==> src/rtl/envelope_follower.sv <==
// rtl/envelope_follower.sv - rectify/smooth envelope detector with gate extraction
// Gate FSM and hold counter are built only when ENVELOPE_FOLLOWER_GATE_EN is defined.
module envelope_follower #(
  parameter int CLOCK_SPEED   = 50_000_000,
  parameter int SAMPLE_WIDTH  = 12,
  parameter int CONTROL_WIDTH = 10,
  parameter int OUTPUT_WIDTH  = 10,
  parameter int HYSTERESIS    = 16,
  parameter int HOLD_MS       = 10
) (
  input  logic                     clk,
  input  logic                     reset,
  input  logic                     sample_valid,
  input  logic [SAMPLE_WIDTH-1:0]  sample,
  input  logic [CONTROL_WIDTH-1:0] attack,
  input  logic [CONTROL_WIDTH-1:0] rel,
  input  logic [OUTPUT_WIDTH-1:0]  threshold,
  output logic [OUTPUT_WIDTH-1:0]  envelope,
  output logic                     gate,
  output logic                     gate_rise
);

  localparam int SHIFT = SAMPLE_WIDTH - 1 - OUTPUT_WIDTH;
  localparam int EW    = OUTPUT_WIDTH + 1;

  logic [SAMPLE_WIDTH-1:0] neg_sample;
  logic [SAMPLE_WIDTH-2:0] mag_full;
  logic [SAMPLE_WIDTH-2:0] mag_shifted;
  logic [OUTPUT_WIDTH-1:0] mag_d, mag_q;
  logic                    mag_vld_d, mag_vld_q;

  // Most negative sample has no positive twin; clamp it to full scale.
  always_comb begin
    neg_sample = -sample;
    if (sample == {1'b1, {(SAMPLE_WIDTH-1){1'b0}}}) begin
      mag_full = '1;
    end else if (sample[SAMPLE_WIDTH-1]) begin
      mag_full = neg_sample[SAMPLE_WIDTH-2:0];
    end else begin
      mag_full = sample[SAMPLE_WIDTH-2:0];
    end
    mag_shifted = mag_full >> SHIFT;
    mag_d       = sample_valid ? mag_shifted[OUTPUT_WIDTH-1:0] : mag_q;
    mag_vld_d   = sample_valid;
  end

  logic [3:0]              ash, rsh;
  logic [EW-1:0]           mag_x, env_x, diff, step, env_next;
  logic [OUTPUT_WIDTH-1:0] env_d, env_q;

  // Step is bounded by the distance to mag, so the result never overshoots.
  always_comb begin
    ash      = attack[CONTROL_WIDTH-1 -: 4];
    rsh      = rel[CONTROL_WIDTH-1 -: 4];
    mag_x    = {1'b0, mag_q};
    env_x    = {1'b0, env_q};
    diff     = '0;
    step     = '0;
    env_next = env_x;
    if (mag_x > env_x) begin
      diff = mag_x - env_x;
      step = diff >> ash;
      if (step == '0) step = EW'(1);
      env_next = env_x + step;
    end else if (mag_x < env_x) begin
      diff = env_x - mag_x;
      step = diff >> rsh;
      if (step == '0) step = EW'(1);
      env_next = env_x - step;
    end
    env_d = mag_vld_q ? env_next[OUTPUT_WIDTH-1:0] : env_q;
  end

  always_ff @(posedge clk) begin
    if (!reset) begin
      mag_q     <= '0;
      mag_vld_q <= 1'b0;
      env_q     <= '0;
    end else begin
      mag_q     <= mag_d;
      mag_vld_q <= mag_vld_d;
      env_q     <= env_d;
    end
  end

  assign envelope = env_q;

  logic unused_bits;
  assign unused_bits = ^{attack, rel, neg_sample[SAMPLE_WIDTH-1], mag_shifted, env_next[OUTPUT_WIDTH]};

`ifdef ENVELOPE_FOLLOWER_GATE_EN
  localparam int HOLD_CYCLES = CLOCK_SPEED / 1000 * HOLD_MS;
  localparam int CNT_W       = (HOLD_CYCLES > 1) ? $clog2(HOLD_CYCLES) : 1;
  localparam logic [CNT_W-1:0] HOLD_LAST = CNT_W'(HOLD_CYCLES - 1);

  typedef enum logic [1:0] {
    S_IDLE = 2'd0,
    S_OPEN = 2'd1,
    S_HOLD = 2'd2
  } state_t;

  state_t                  state_q;
  logic [CNT_W-1:0]        hold_cnt_q;
  logic                    gate_q, gate_rise_q;
  logic [OUTPUT_WIDTH-1:0] close_lvl;

  always_comb begin
    close_lvl = (int'(threshold) > HYSTERESIS) ? threshold - OUTPUT_WIDTH'(HYSTERESIS) : '0;
  end

  always_ff @(posedge clk) begin
    if (!reset) begin
      state_q     <= S_IDLE;
      hold_cnt_q  <= '0;
      gate_q      <= 1'b0;
      gate_rise_q <= 1'b0;
    end else begin
      gate_rise_q <= 1'b0;
      if (threshold == '0) begin
        state_q    <= S_IDLE;
        hold_cnt_q <= '0;
        gate_q     <= 1'b0;
      end else begin
        case (state_q)
          S_IDLE: begin
            gate_q <= 1'b0;
            if (env_q >= threshold) begin
              state_q     <= S_OPEN;
              gate_q      <= 1'b1;
              gate_rise_q <= 1'b1;
            end
          end
          S_OPEN: begin
            gate_q <= 1'b1;
            if (env_q < close_lvl) begin
              state_q    <= S_HOLD;
              hold_cnt_q <= '0;
            end
          end
          S_HOLD: begin
            gate_q     <= 1'b1;
            hold_cnt_q <= hold_cnt_q + CNT_W'(1);
            // A re-crossing of threshold takes priority over hold expiry.
            if (env_q >= threshold) begin
              state_q <= S_OPEN;
            end else if (hold_cnt_q == HOLD_LAST) begin
              state_q    <= S_IDLE;
              hold_cnt_q <= '0;
              gate_q     <= 1'b0;
            end
          end
          default: begin
            state_q    <= S_IDLE;
            hold_cnt_q <= '0;
            gate_q     <= 1'b0;
          end
        endcase
      end
    end
  end

  assign gate      = gate_q;
  assign gate_rise = gate_rise_q;
`else
  localparam logic [31:0] GATE_CFG = 32'(CLOCK_SPEED ^ HYSTERESIS ^ HOLD_MS);

  logic unused_gate;
  assign unused_gate = ^{threshold, GATE_CFG};
  assign gate        = 1'b0;
  assign gate_rise   = 1'b0;
`endif

endmodule

==> config.mk <==
export PLATFORM = sky130hd
export DESIGN_NAME = envelope_follower
export DESIGN_NICKNAME = d
export VERILOG_FILES = /design/src/rtl/envelope_follower.sv
export SDC_FILE = /design/constraint.sdc
export NUM_CORES = 1
export LEC_CHECK = 0
export CAP_MARGIN = 20
export CORE_MARGIN = 10
export CORE_UTILIZATION = 50
export DETAILED_ROUTE_END_ITERATION = 8
export HOLD_SLACK_MARGIN = 0.1
export PLACE_DENSITY = 0.82
export REMOVE_ABC_BUFFERS = 1
export SLEW_MARGIN = 15
export SYNTH_ARGS = -nofsm -noshare
export SYNTH_HDL_FRONTEND = slang
export SYNTH_SLANG_ARGS = --single-unit
export TNS_END_PERCENT = 20
==> constraint.sdc <==
create_clock -name clk -period 5.7 [get_ports clk]
set_clock_uncertainty 0.15 [all_clocks]
set_input_delay 1.14 -clock clk [delete_from_list [all_inputs] [get_ports clk]]
set_output_delay 1.14 -clock clk [all_outputs]
set_load 0.1 [all_outputs]
# [Word level (Yosys, flattened, before mapping)]
# Index checks and enable logic that the tools add are counted.
[word_totals] register_bits=21 in_bits=45 out_inout_bits=12 word_cells=26
[classes] add_sub_neg=5 magnitude_cmp=2 eq_ne=1 shift=2 muxes=9 reduce_logical=4
[ops] operator="$mux W10" count=7
[ops] operator="$logic_not A11 Y1" count=2
[ops] operator="$mux W11" count=2
[ops] operator="$shr A11 B4 Y11" count=2
[ops] operator="$sub A10 B10 Y11" count=2
[ops] operator="$eq A12 B12 Y1 const B" count=1
[ops] operator="$neg A11 Y11" count=1
[ops] operator="$add A10 B10 Y10" count=1
[ops] operator="$gt A10 B10 Y1" count=1
[ops] operator="$lt A10 B10 Y1" count=1
[ops] operator="$sub A10 B10 Y10" count=1
[ops] operator="$reduce_and A2 Y1" count=1
[ops] operator="$reduce_bool A2 Y1" count=1

# [Depth between registers and ports, before layout]
# Gate-level depths: netlist (run 1).
[depth] depth_word=9 depth_mapped=30 ltp_nobuf=30

# [Least setup slack after synthesis (run 1)]
# OpenSTA, ideal clock, no wires.
[synth_path] kind="register -> register" start="register env_q[1], in the netlist envelope[1]" end="register env_q[9], in the netlist envelope[9]" setup_ns=0.072 arrival_ns=6.313 required_time_ns=5.478 setup_slack_ns=-0.835 stages_incl_launch_ff=27 synth_period_minus_slack_ns=6.535 cell_sequence="dfxtp_1 inv_1 fa_1 a211oi_4 o21ai_2 a211oi_2 nand2_2 a222oi_1 o32ai_1 nor4b_2 nand3_1 nor2_1 nor2_1 ha_1 mux2i_1 ha_1 nor2b_1 o21ai_0 a21boi_0 o21ai_0 a21boi_0 o21ai_0 a21boi_0 o21a_1 o21ba_2 mux2i_1 mux2i_1"
[synth_via] elab_chain_len=9
[synth_lines] element="from (decl)" line_no="49" text="logic [OUTPUT_WIDTH-1:0] env_d, env_q;"
[synth_lines] element="from (signal assigned)" line_no="82" text="env_q <= env_d;"
[synth_lines] element="$sub A10 B10 Y11" line_no="66" text="diff = env_x - mag_x;"
[synth_lines] element="$shr A11 B4 Y11" line_no="67" text="step = diff >> rsh;"
[synth_lines] element="$logic_not A11 Y1" line_no="68" text="if (step == '0) step = EW'(1);"
[synth_lines] element="$mux W10" line_no="68"
[synth_lines] element="$mux W10" line_no="65" text="end else if (mag_x < env_x) begin"
[synth_lines] element="$mux W10" line_no="60" text="if (mag_x > env_x) begin"
[synth_lines] element="$sub A10 B10 Y10" line_no="69" text="env_next = env_x - step;"
[synth_lines] element="$mux W10" line_no="65"
[synth_lines] element="$mux W10" line_no="60"
# Parallel ways exist; a longest one is shown, timed or not. The select of a mux whose other input is x is not followed.
# A chain may end at the register's enable or synchronous reset.

# [Worst setup path in the final report (run 1)]
[layout_path] start="input attack[6]" end="register env_q[8], in the netlist envelope[8]"
[layout_via] elab_chain_len=6
[layout_lines] element="from (decl)" line_no="15" text="input logic [CONTROL_WIDTH-1:0] attack,"
[layout_lines] element="$shr A11 B4 Y11 *" line_no="62" text="step = diff >> ash;"
[layout_lines] element="$logic_not A11 Y1" line_no="63" text="if (step == '0) step = EW'(1);"
[layout_lines] element="$mux W10 *" line_no="63"
[layout_lines] element="$mux W10 *" line_no="60"
[layout_lines] element="$add A10 B10 Y10 *" line_no="64" text="env_next = env_x + step;"
[layout_lines] element="$mux W10 *" line_no="60"
# Every way passes the cells marked *; elsewhere a longest branch is shown, timed or not. The select of a mux whose other input is x is not followed.

==> run_results.csv, run 1 <==
group,metric,value,unit
synth,yosysSeqAreaShare,10.8,%
synth,synth-simple-area-share,24.6,%
setup_path,end_kind,"flop",
status,violations,"setup timing",
synth,synth_cell_type_count,86,
place,placed_area,0.00504,sq mm
timing,rsz0062_at_grt,"true",
final_layout,n_antenna_cell,0,
synth,synthFlopType,"dfxtp_1",
final_layout,fin_area,0.00581,sq mm
synth,yosys-mux-area-fraction,4.24,%
clock_tree,htree_levels,1,
detailed_routing,drt_iter0_drc,428,
timing,finalCritPeriodShare,101,%
power_and_ir_drop,power.density,738,mW/mm^2
grt,antenna_found_initial,0,
setup_path,crit_slowest_cell,"or4b_4",
synth,netlist.area_leader.share,10.8,%
clock_tree,cts_buffers,3,
clock_tree,cts.sinks,21,
final_layout,num-fill-cells,531,
synth,synth_xor_area_share,5.85,%
flow_run,max_cap_viol_count,0,
timing,drv_slew,0,
synth,synth_seq_cells,21,
setup_path,critPathMaxStageDelay,0.45,ns
synth,syn_area,0.00389,sq mm
clock_tree,clk_pin_slew,0.08,ns
synth,synth_edf_count,0,
status,status,"finished, violations left",
setup_path,worst_ep_arrival_time,5.78,ns
grt,grt_usage,23.2,%
setup_path,critPathMaxFanout,2,
floorplanning,core,0.00765,sq mm
synth,yosys.area.top_type,"dfxtp_1",
synth,synth_area_per_cell,7.13,sq um
clock_tree,clk_path_buf_depth,2,
clock_tree,cts_root_buf,"clkbuf_8",
detailed_routing,wire_per_inst,19.3,um
synth,syn_inst,546,
detailed_routing,first_pass_iters,5,
floorplanning,die_area,0.0117,sq mm
synth,synth_common_cells,"nand2_1, inv_1, nor2_1",
clock_tree,cts_tree,"built",
place,portBuffers,32,
floorplanning,io_pins,57,
grt,overflow,0,
min_path,hp-class,"flop to flop",
synth,ys_warn_count,0,
detailed_routing,drc,0,
synth,synthTopCellsByArea,"dfxtp_1, ha_1, a21oi_1, nand2_1, o21ai_0",
detailed_routing,num_vias,4976,
grt,grt_max_degree,23,
floorplanning,dieHeight,108,um
grt,grt_first_pass_wirelength,22.5,mm
final_layout,syn2layout_area_growth,49.3,%
floorplanning,rows,32,
synth,synth_fa_ha_area_share,11.5,%
place,dpl.hpwl,10.5,mm
timing,timing.slew.headroom,34.1,%
final_layout,final_core_util,76.0,%
timing,setup_ws,-0.0779,ns
timing,fmax,173,MHz
timing,period_minus_slack,5.78,ns
place,post-place-ws,-1.14,ns
timing,whs,0.458,ns
setup_path,cp-start-kind,"primary input",
power_and_ir_drop,p_leak,2.59,nW
final_layout,nets,787,
synth,synth_compound_area_share,32.5,%
timing,hold_viol,0,
setup_path,crit_type,"primary input to flop",
timing,worstMarginPinSlew,0.985,ns
grt,first_global_vias,4751,
power_and_ir_drop,irDropWorstVdd,0.754,mV
timing,finalSetupViolCount,2,
clock_tree,worstSkewPairLatency,0.27,ns
floorplanning,start_util,50.9,%
setup_path,crit_required,5.70,ns
synth,async_flop_share,0,%
synth,yosys.cell_count.top_type,"nand2_1",
detailed_routing,totalWireLength,15.6,mm
floorplanning,die_w,108,um
power_and_ir_drop,total_power,0.00429,W
detailed_routing,vias_per_cell,6.15,
detailed_routing,ant_nets,0,
clock_tree,hold_buffers,0,
final_layout,drive_above_1_share,36.9,%
place,gp_congestion,0.935,
synth,synth_top_family_by_area,"compound AO/OA/AOI/OAI gates",
[report_power, final]
group          total (W)  switching (W)  internal [W]
Sequential      0.000211      0.0000279      0.000183
Clock           0.000104      0.0000553     0.0000489
Combinational    0.00397        0.00209       0.00189
Total            0.00429        0.00217       0.00212
[flip-flops by register name, summed over array words and instances, names as in the netlist]
signal and count:
mag_vld_q 1, envelope 10, mag_q 10
[worst max-delay path: cells and delay by family]
kind / cells / cell delay, ns
xor+xnor: 2 / 0.36
buf+inv: 2 / 0.23
mux: 1 / 0.28
compound gates: 10 / 1.56
fa+ha+maj: 2 / 0.41
simple gates: 11 / 1.79
[final timing paths]
check | start | end | slack, ns | cells past startpoint
min reg2reg | envelope[9]$_SDFFE_PN0P_ | envelope[9]$_SDFFE_PN0P_ | 0.46 | 3
max reg2reg | envelope[0]$_SDFFE_PN0P_ | envelope[8]$_SDFFE_PN0P_ | -0.06 | 30
max | attack[6] | envelope[8]$_SDFFE_PN0P_ | -0.08 | 28
min | envelope[9]$_SDFFE_PN0P_ | envelope[9]$_SDFFE_PN0P_ | 0.46 | 3
[through the flow]
| step | setup TNS, ns | instances |
|---|---|---|
| floorplan | -2.03 | 514 |
| global placement | -2.90 | 771 |
| detailed placement | -3.93 | 771 |
| CTS | -0.0636 | 802 |
| global route | -0.350 | 809 |
| finish | -0.107 | 809 |
[layer usage]
metal,routed length [um],share of wire (%),global-route usage [%],up-vias
met2,7750,50,41.6,266
met4,797,5.1,10.9,0
met1,6000,38,27.4,2359
met5,0,0,0,-
met3,1050,6.7,1.78,70
li1,-,-,-,2281
[layout by cell type (no fill, tap or decap), types with 4 or more instances in the layout]
master | netlist | layout
dfxtp_1 | 21 | 19
nor4_1 | 7 | 6
xor2_1 | 16 | 14
o21ai_2 | 3 | 6
nor2_1 | 47 | 44
buf_6 | 3 | 4
a211oi_1 | 8 | 4
ha_4 | 0 | 7
inv_1 | 48 | 44
a21oi_1 | 43 | 37
xnor2_1 | 10 | 9
o211ai_1 | 8 | 8
a211oi_4 | 1 | 4
buf_4 | 4 | 152
nand3_1 | 14 | 11
inv_2 | 0 | 4
nand2_1 | 51 | 50
nor3_1 | 14 | 13
o21a_1 | 10 | 9
mux2i_1 | 12 | 10
nand3_2 | 1 | 4
o22ai_1 | 6 | 4
nor3b_1 | 4 | 4
a21o_1 | 4 | 4
nor2b_1 | 6 | 4
ha_1 | 31 | 23
o21ai_0 | 37 | 29
a21oi_2 | 0 | 6
nand2b_1 | 4 | 4
clkdlybuf4s50_1 | 0 | 30
and2_1 | 10 | 10
o31ai_1 | 8 | 7
o21ai_1 | 0 | 4
[cell families after synthesis]
kind of cell / count (synthesis)
other: 1
AO/OA/AOI/OAI: 179
multiplexers: 15
AND/OR/NAND/NOR: 189
buffers and inverters: 81
flip-flops: 21
adder cells (fa/ha/maj): 34
XOR/XNOR: 26
[timing repair]
| item | 4_1_cts | 5_1_grt |
|---|---|---|
| buffers inserted | 28 | 10 |
| resized for setup | 37 | 71 |
| pin swaps | 22 | 52 |
| setup endpoints to repair | 5 | 5 |
[final cells by class]
cell class	count	area, sq um	area share, %
multi-input combinational	445	3520	60.6
timing repair buffer	189	1520	26.1
sequential	21	423	7.27
inverter	48	180	3.10
tap	102	128	2.19
clock buffer	3	41.3	0.710
clock inverter	1	5.00	0.0861
Note: power is estimated with default switching activity, not from simulation.
==> inputs of run 2 (changes only) <==
--- a/config.mk
+++ b/config.mk
@@ -5,6 +5,7 @@
 export SDC_FILE = /design/constraint.sdc
 export NUM_CORES = 1
 export LEC_CHECK = 0
+export ABC_CLOCK_PERIOD_IN_PS = 5700
 export CAP_MARGIN = 20
 export CORE_MARGIN = 10
 export CORE_UTILIZATION = 50
==> results of run 2 <==
The final DEF is identical to that of run 1; final timing and power are the same.
